$ cat src/rtl/ysyx_25040111_rd_arbiter.sv
// Two-master AXI4 read-channel arbiter (IFU / LSU -> io_master AR/R).
// One single-beat read is in flight at a time. The response beat is held
// in a one-entry buffer until the owning master consumes it.
// Optional macro YSYX_25040111_ARB_RR_EN selects round-robin tie-breaking
// instead of fixed LSU priority.
module ysyx_25040111_rd_arbiter #(
  parameter int         AW       = 32,
  parameter int         DW       = 32,
  parameter logic [2:0] IFU_SIZE = 3'b010
) (
  input  logic          clk,
  input  logic          rst,
  // IFU read port
  input  logic          ifu_arvalid,
  output logic          ifu_arready,
  input  logic [AW-1:0] ifu_araddr,
  output logic          ifu_rvalid,
  input  logic          ifu_rready,
  output logic [DW-1:0] ifu_rdata,
  output logic [1:0]    ifu_rresp,
  // LSU read port
  input  logic          lsu_arvalid,
  output logic          lsu_arready,
  input  logic [AW-1:0] lsu_araddr,
  input  logic [2:0]    lsu_arsize,
  output logic          lsu_rvalid,
  input  logic          lsu_rready,
  output logic [DW-1:0] lsu_rdata,
  output logic [1:0]    lsu_rresp,
  // downstream read master
  output logic          m_arvalid,
  input  logic          m_arready,
  output logic [AW-1:0] m_araddr,
  output logic [2:0]    m_arsize,
  input  logic          m_rvalid,
  output logic          m_rready,
  input  logic [DW-1:0] m_rdata,
  input  logic [1:0]    m_rresp
);

  typedef enum logic [1:0] {IDLE, ADDR, DATA, RESP} state_t;

  state_t        state_reg, state_next;
  logic          owner_reg;        // 0 = IFU, 1 = LSU
  logic [AW-1:0] addr_reg;
  logic [2:0]    size_reg;
  logic [DW-1:0] rdata_reg;
  logic [1:0]    rresp_reg;

  logic grant_lsu, grant_ifu;
  logic accept;
  logic resp_ready;

`ifdef YSYX_25040111_ARB_RR_EN
  logic last_grant_reg;            // 1 = LSU was granted last

  // Round-robin: on a tie the master not granted last wins.
  always_comb begin
    grant_lsu = lsu_arvalid & (~ifu_arvalid | ~last_grant_reg);
    grant_ifu = ifu_arvalid & ~grant_lsu;
  end

  // Remember the most recent winner for the next tie.
  always_ff @(posedge clk or posedge rst) begin
    if (rst)         last_grant_reg <= 1'b1;
    else if (accept) last_grant_reg <= grant_lsu;
  end
`else
  // Fixed priority: LSU beats IFU on a tie.
  always_comb begin
    grant_lsu = lsu_arvalid;
    grant_ifu = ifu_arvalid & ~lsu_arvalid;
  end
`endif

  // Requests are only accepted in IDLE; reset masks the combinational path too.
  assign ifu_arready = (state_reg == IDLE) & ~rst & grant_ifu;
  assign lsu_arready = (state_reg == IDLE) & ~rst & grant_lsu;
  assign accept      = ifu_arready | lsu_arready;

  assign m_arvalid  = (state_reg == ADDR);
  assign m_araddr   = addr_reg;
  assign m_arsize   = size_reg;
  assign m_rready   = (state_reg == DATA);

  assign ifu_rvalid = (state_reg == RESP) & ~owner_reg;
  assign lsu_rvalid = (state_reg == RESP) &  owner_reg;
  assign ifu_rdata  = rdata_reg;
  assign ifu_rresp  = rresp_reg;
  assign lsu_rdata  = rdata_reg;
  assign lsu_rresp  = rresp_reg;
  assign resp_ready = owner_reg ? lsu_rready : ifu_rready;

  // Next-state logic: walk one transaction through address, data, response.
  always_comb begin
    state_next = state_reg;
    case (state_reg)
      IDLE:    if (accept)                 state_next = ADDR;
      ADDR:    if (m_arready)              state_next = DATA;
      DATA:    if (m_rvalid)               state_next = RESP;
      RESP:    if (resp_ready)             state_next = IDLE;
      default:                             state_next = IDLE;
    endcase
  end

  // State register.
  always_ff @(posedge clk or posedge rst) begin
    if (rst) state_reg <= IDLE;
    else     state_reg <= state_next;
  end

  // Latch the granted request; the downstream address stays stable until DATA.
  always_ff @(posedge clk or posedge rst) begin
    if (rst) begin
      owner_reg <= 1'b0;
      addr_reg  <= '0;
      size_reg  <= '0;
    end else if (accept) begin
      owner_reg <= grant_lsu;
      addr_reg  <= grant_lsu ? lsu_araddr : ifu_araddr;
      size_reg  <= grant_lsu ? lsu_arsize : IFU_SIZE;
    end
  end

  // Response buffer: captured once in DATA, held through any back-pressure.
  always_ff @(posedge clk or posedge rst) begin
    if (rst) begin
      rdata_reg <= '0;
      rresp_reg <= '0;
    end else if ((state_reg == DATA) && m_rvalid) begin
      rdata_reg <= m_rdata;
      rresp_reg <= m_rresp;
    end
  end

endmodule
$ cat config.mk
export PLATFORM = sky130hd
export DESIGN_NAME = ysyx_25040111_rd_arbiter
export DESIGN_NICKNAME = d
export VERILOG_FILES = /design/src/rtl/ysyx_25040111_rd_arbiter.sv
export SDC_FILE = /design/constraint.sdc
export NUM_CORES = 1
export LEC_CHECK = 0
export ABC_AREA = 1
export CORE_MARGIN = 2
export CORE_UTILIZATION = 33
export DETAILED_ROUTE_END_ITERATION = 10
export PLACE_DENSITY = 0.77
export SLEW_MARGIN = 20
export SYNTH_ARGS = -nofsm -noshare
export SYNTH_HDL_FRONTEND = slang
export SYNTH_SLANG_ARGS = --single-unit
$ cat constraint.sdc
create_clock -name clk -period 3 [get_ports clk]
set_input_delay 0.6 -clock clk [delete_from_list [all_inputs] [get_ports clk]]
set_output_delay 0.6 -clock clk [all_outputs]
set_load 0.02 [all_outputs]
# Word level (Yosys, flattened, before mapping)

Cells that the tools add are included.

Flip-flop bits (word level): 72
Output and inout bits: 109
Word-level logic and storage cells: 34

Eq/ne operators: 7
Reduce and logical (&&, ||, !) cells: 3
Mux-type cells: 8
Bitwise gates (word level): 10

Operators with widths:

| operator           | count |
|---|---|
| $mux 32            | 1 |
| $mux 2             | 4 |
| $pmux 2 s4         | 1 |
| $and 1x1->1        | 6 |
| $ne 2x2->1 const B | 3 |
| $eq 2x2->1 const B | 2 |
| $reduce_and 4->1   | 1 |
| $mux 3             | 1 |
| $not 1->1          | 3 |
| $eq 2x1->1 const B | 1 |
| $logic_not 2->1    | 1 |
| $ne 2x1->1 const B | 1 |
| $logic_and 1x1->1  | 1 |
| $mux 1             | 1 |
| $or 1x1->1         | 1 |

# Logic depth before layout (Yosys ltp)

Depth after elaboration: 6
Depth in mapped cells: 10
Depth with buffers taken out: 9

# Worst setup path after synthesis

No wires, ideal clock.

Path kind: input-to-output
Start: input rst
End: output ifu_arready
Setup slack: -0.480 ns
Data required time: 2.400 ns
Arrival: 2.880 ns
Buffers on the path: 0
Stages on the path: 3
Path through: inv_1 nand2_1 nor3_1

Longest elaborated chain between the ends: 3

Ends and longest elaborated chain:

| item                     | line | RTL |
|---|---|---|
| from (decl)              | 12   | `input logic rst,` |
| $not 1->1                | 77   | `assign ifu_arready = (state_reg == IDLE) & ~rst & grant_ifu;` |
| $and 1x1->1 (2 in a row) | 77   |  |
| to (decl)                | 15   | `output logic ifu_arready,` |

Every way passes these cells.

# Worst setup path after layout

Start: input lsu_arvalid
End: output ifu_arready

Longest elaborated chain between the ends: 3

Ends and longest elaborated chain:

| item        | line | RTL |
|---|---|---|
| from (decl) | 22   | `input logic lsu_arvalid,` |
| $not 1->1   | 72   | `grant_ifu = ifu_arvalid & ~lsu_arvalid;` |
| $and 1x1->1 | 72   |  |
| $and 1x1->1 | 77   |  |

Every way passes these cells.

==> impl_metrics.ini <==
[global_route]
antenna_found_initial = 0
grt_busiest_layer = met2
first_global_vias = 2937
grt_pass1_wl_mm = 14.55
track_usage_pct = 16.54
overflow = 0
grt_use_met2_pct = 29.63
grt_use_met1_pct = 17.89
gr-usage-met3_pct = 6.928
grt_max_degree = 73

[setup_path]
worstSetupPathType = in2out
reg2reg_depth = 10
worstPathArrival_ns = 2.11
slowest_stage = clkdlybuf4s50_1
r2r_start = state_reg[0]$_DFFE_PP0P_
path_buf_inv = 3
cp_num_cells = 4
crit_start = lsu_arvalid
cp_max_fo = 9
timing.critical_path.mode_cell = clkdlybuf4s50_1
startpoint_type = primary input
end_kind = primary output
crit_chain = clkdlybuf4s50_1 -> buf_4 -> nor3_1 -> clkdlybuf4s50_1
cpLargestDelayFamily = buffers and inverters
slowest_delay_ns = 0.63
required_ns = 2.40

[synth]
syn_avg_cell_area_sq_um = 10.34
yosys_register_bits = 72
synth_cell_type_count = 22
ys_seq_area_share_pct = 52.48
synth_cells = 332
yosysTopAreaCellShare_pct = 52.48
syn-cell-area_sq_mm = 0.003433
ys_warn_count = 0
synth_top_area_cell = dfrtp_1
synth_area_leaders = dfrtp_1, mux2_2, o21ai_0
synth_fp_nets = 445

[place]
gp_congestion = 0.7561
port_buffers = 217
place_ws_ns = 0.2898
dp.cells = 640
hpwl_mm = 7.148

[route]
drc = 0
final_antenna_net_count = 0
dr.pass1.iters = 4
vias = 2992
finalWirelength_mm = 9.214
drt-initial-drc-count = 91
wl_per_cell_um = 14.05
vias_per_cell = 4.561

[sta]
min_period_ns = 2.711
period_share_pct = 90.36
slew_viol_final = 0
setup_tns_ns = 0
worst_slew_margin_rel_pct = 40.48
setup_slack_ns = 0.2891
setup_viol_count_final = 0
fin_skew_ns = 0.005159
timing.fmax_mhz = 368.9
hold_viol_final = 0
tightest_slew_ns = 0.8928
rsz0062_at_grt = no

[status]
outcome = complete, no violations

[finish]
layout_common_cells = clkdlybuf4s50_1, dfrtp_1, o21ai_0
final_common_cell = clkdlybuf4s50_1
nets = 628
stdcell_count = 656
antenna_cells = 0
area_growth_pct = 66.18
drive_above_1_share_pct = 17.88

[hold_path]
hold_path_startpoint = m_araddr[24]$_DFFE_PP0P_
holdPathStages = 2
hp-class = reg2reg

[clock_tree]
cts_max_level = 3
cts_hold_buffers = 0
cts_tree = yes
post-cts-setup-buffers = 0
worstSkewPairLatency_ns = 0.34
clockBufferDepth = 2
cts_sinks = 72
cts_buffers = 9
clk_pin_slew_ns = 0.07
post_cts_resized = 0
cts_root_buf = clkbuf_8

[pwr]
p_leak_nw = 2.415
ir_drop_mv = 0.4966
power_density_mw_per_mm2 = 1056

[flow_run]
maxCapViolations = 0

[floorplanning]
core-area_sq_mm = 0.01023
io_pins = 218
fp-row-count = 37
initial_core_util_pct = 33.56
dieArea_sq_mm = 0.01124
fp.dieW_um = 106
die_y_um = 106
==> power by group <==
part	switching (W)	total (W)	internal (W)
Clock	0.000373	0.000846	0.000473
Sequential	0.000325	0.00178	0.00146
Combinational	0.00166	0.00339	0.00173
==> final timing paths <==
kind / endpoint / slack (ns)
min in group asynchronous: m_araddr[1]$_DFFE_PP0P_ / 0.97
hold reg to reg: m_araddr[24]$_DFFE_PP0P_ / 0.49
setup reg to reg: state_reg[0]$_DFFE_PP0P_ / 1.28
max in group asynchronous: ifu_rdata[26]$_DFFE_PP0P_ / 1.45
hold / removal: m_araddr[24]$_DFFE_PP0P_ / 0.49
setup / recovery: ifu_arready / 0.29
==> metrics by stage <==
stage	power [W]	instance area [sq um]	util, %	hold slack, ns
2_1_floorplan	0.003750	3437	-	0.4900
3_3_place_gp	0.005139	5485	53.61	0.4642
3_5_place_dp	0.005232	5485	53.61	0.4775
4_1_cts	0.006109	5705	55.77	0.4966
5_1_grt	0.006391	5705	55.77	0.5188
6_report	0.006023	5705	55.77	0.4910
==> Yosys cell counts <==
library cell	n
dfrtp_1	72
or2_2	32
clkbuf_2	3
nand2_4	1
inv_2	1
o21ai_1	9
mux2_2	34
a21oi_1	1
buf_6	2
a22o_1	2
nand2_1	44
buf_2	8
inv_1	13
buf_4	35
nor3_1	1
nor2_2	2
nand3_1	4
ha_1	4
clkbuf_1	3
o21ai_0	57
nor2_1	3
o21ai_4	1
==> cell families (layout without fill, tap and decap cells) <==
| group | after synthesis | in the layout | share of synthesized area, % |
|---|---|---|---|
| flip-flops | 72 | 72 | 52.48 |
| buffers and inverters | 65 | 253 | 11.77 |
| AO/OA/AOI/OAI | 70 | 70 | 10.75 |
| AND/OR/NAND/NOR | 87 | 87 | 12.39 |
| multiplexers | 34 | 34 | 11.15 |
| adder cells (fa/ha/maj) | 4 | 4 | 1.458 |
==> layer usage <==
| layer | vias up | wire, um |
|---|---|---|
| met5 | - | 0 |
| met4 | 0 | 124 |
| met3 | 9 | 787 |
| met2 | 139 | 4670 |
| met1 | 1418 | 3631 |
| li1 | 1426 | - |
==> area by class of cell <==
type / count / area, sq um
Clock buffer: 10 / 127.6
Clock inverter: 6 / 92.59
Fill cell: 901 / 4526
Inverter: 14 / 56.30
Multi-Input combinational cell: 195 / 1227
Sequential cell: 72 / 1802
Tap cell: 136 / 170.2
Timing Repair Buffer: 223 / 2230
==> worst register-to-register path: stages, from the launching register on <==
cell and delay, ns:
dfrtp_1 0.42, inv_1 0.11, ha_1 0.25, inv_1 0.10, nor2_2 0.13, o21ai_4 0.11
buf_12 0.20, nand2_4 0.09, nand2_1 0.07, nand2_1 0.08, nand2_1 0.06
Note: power is estimated with default switching activity, not from simulation.
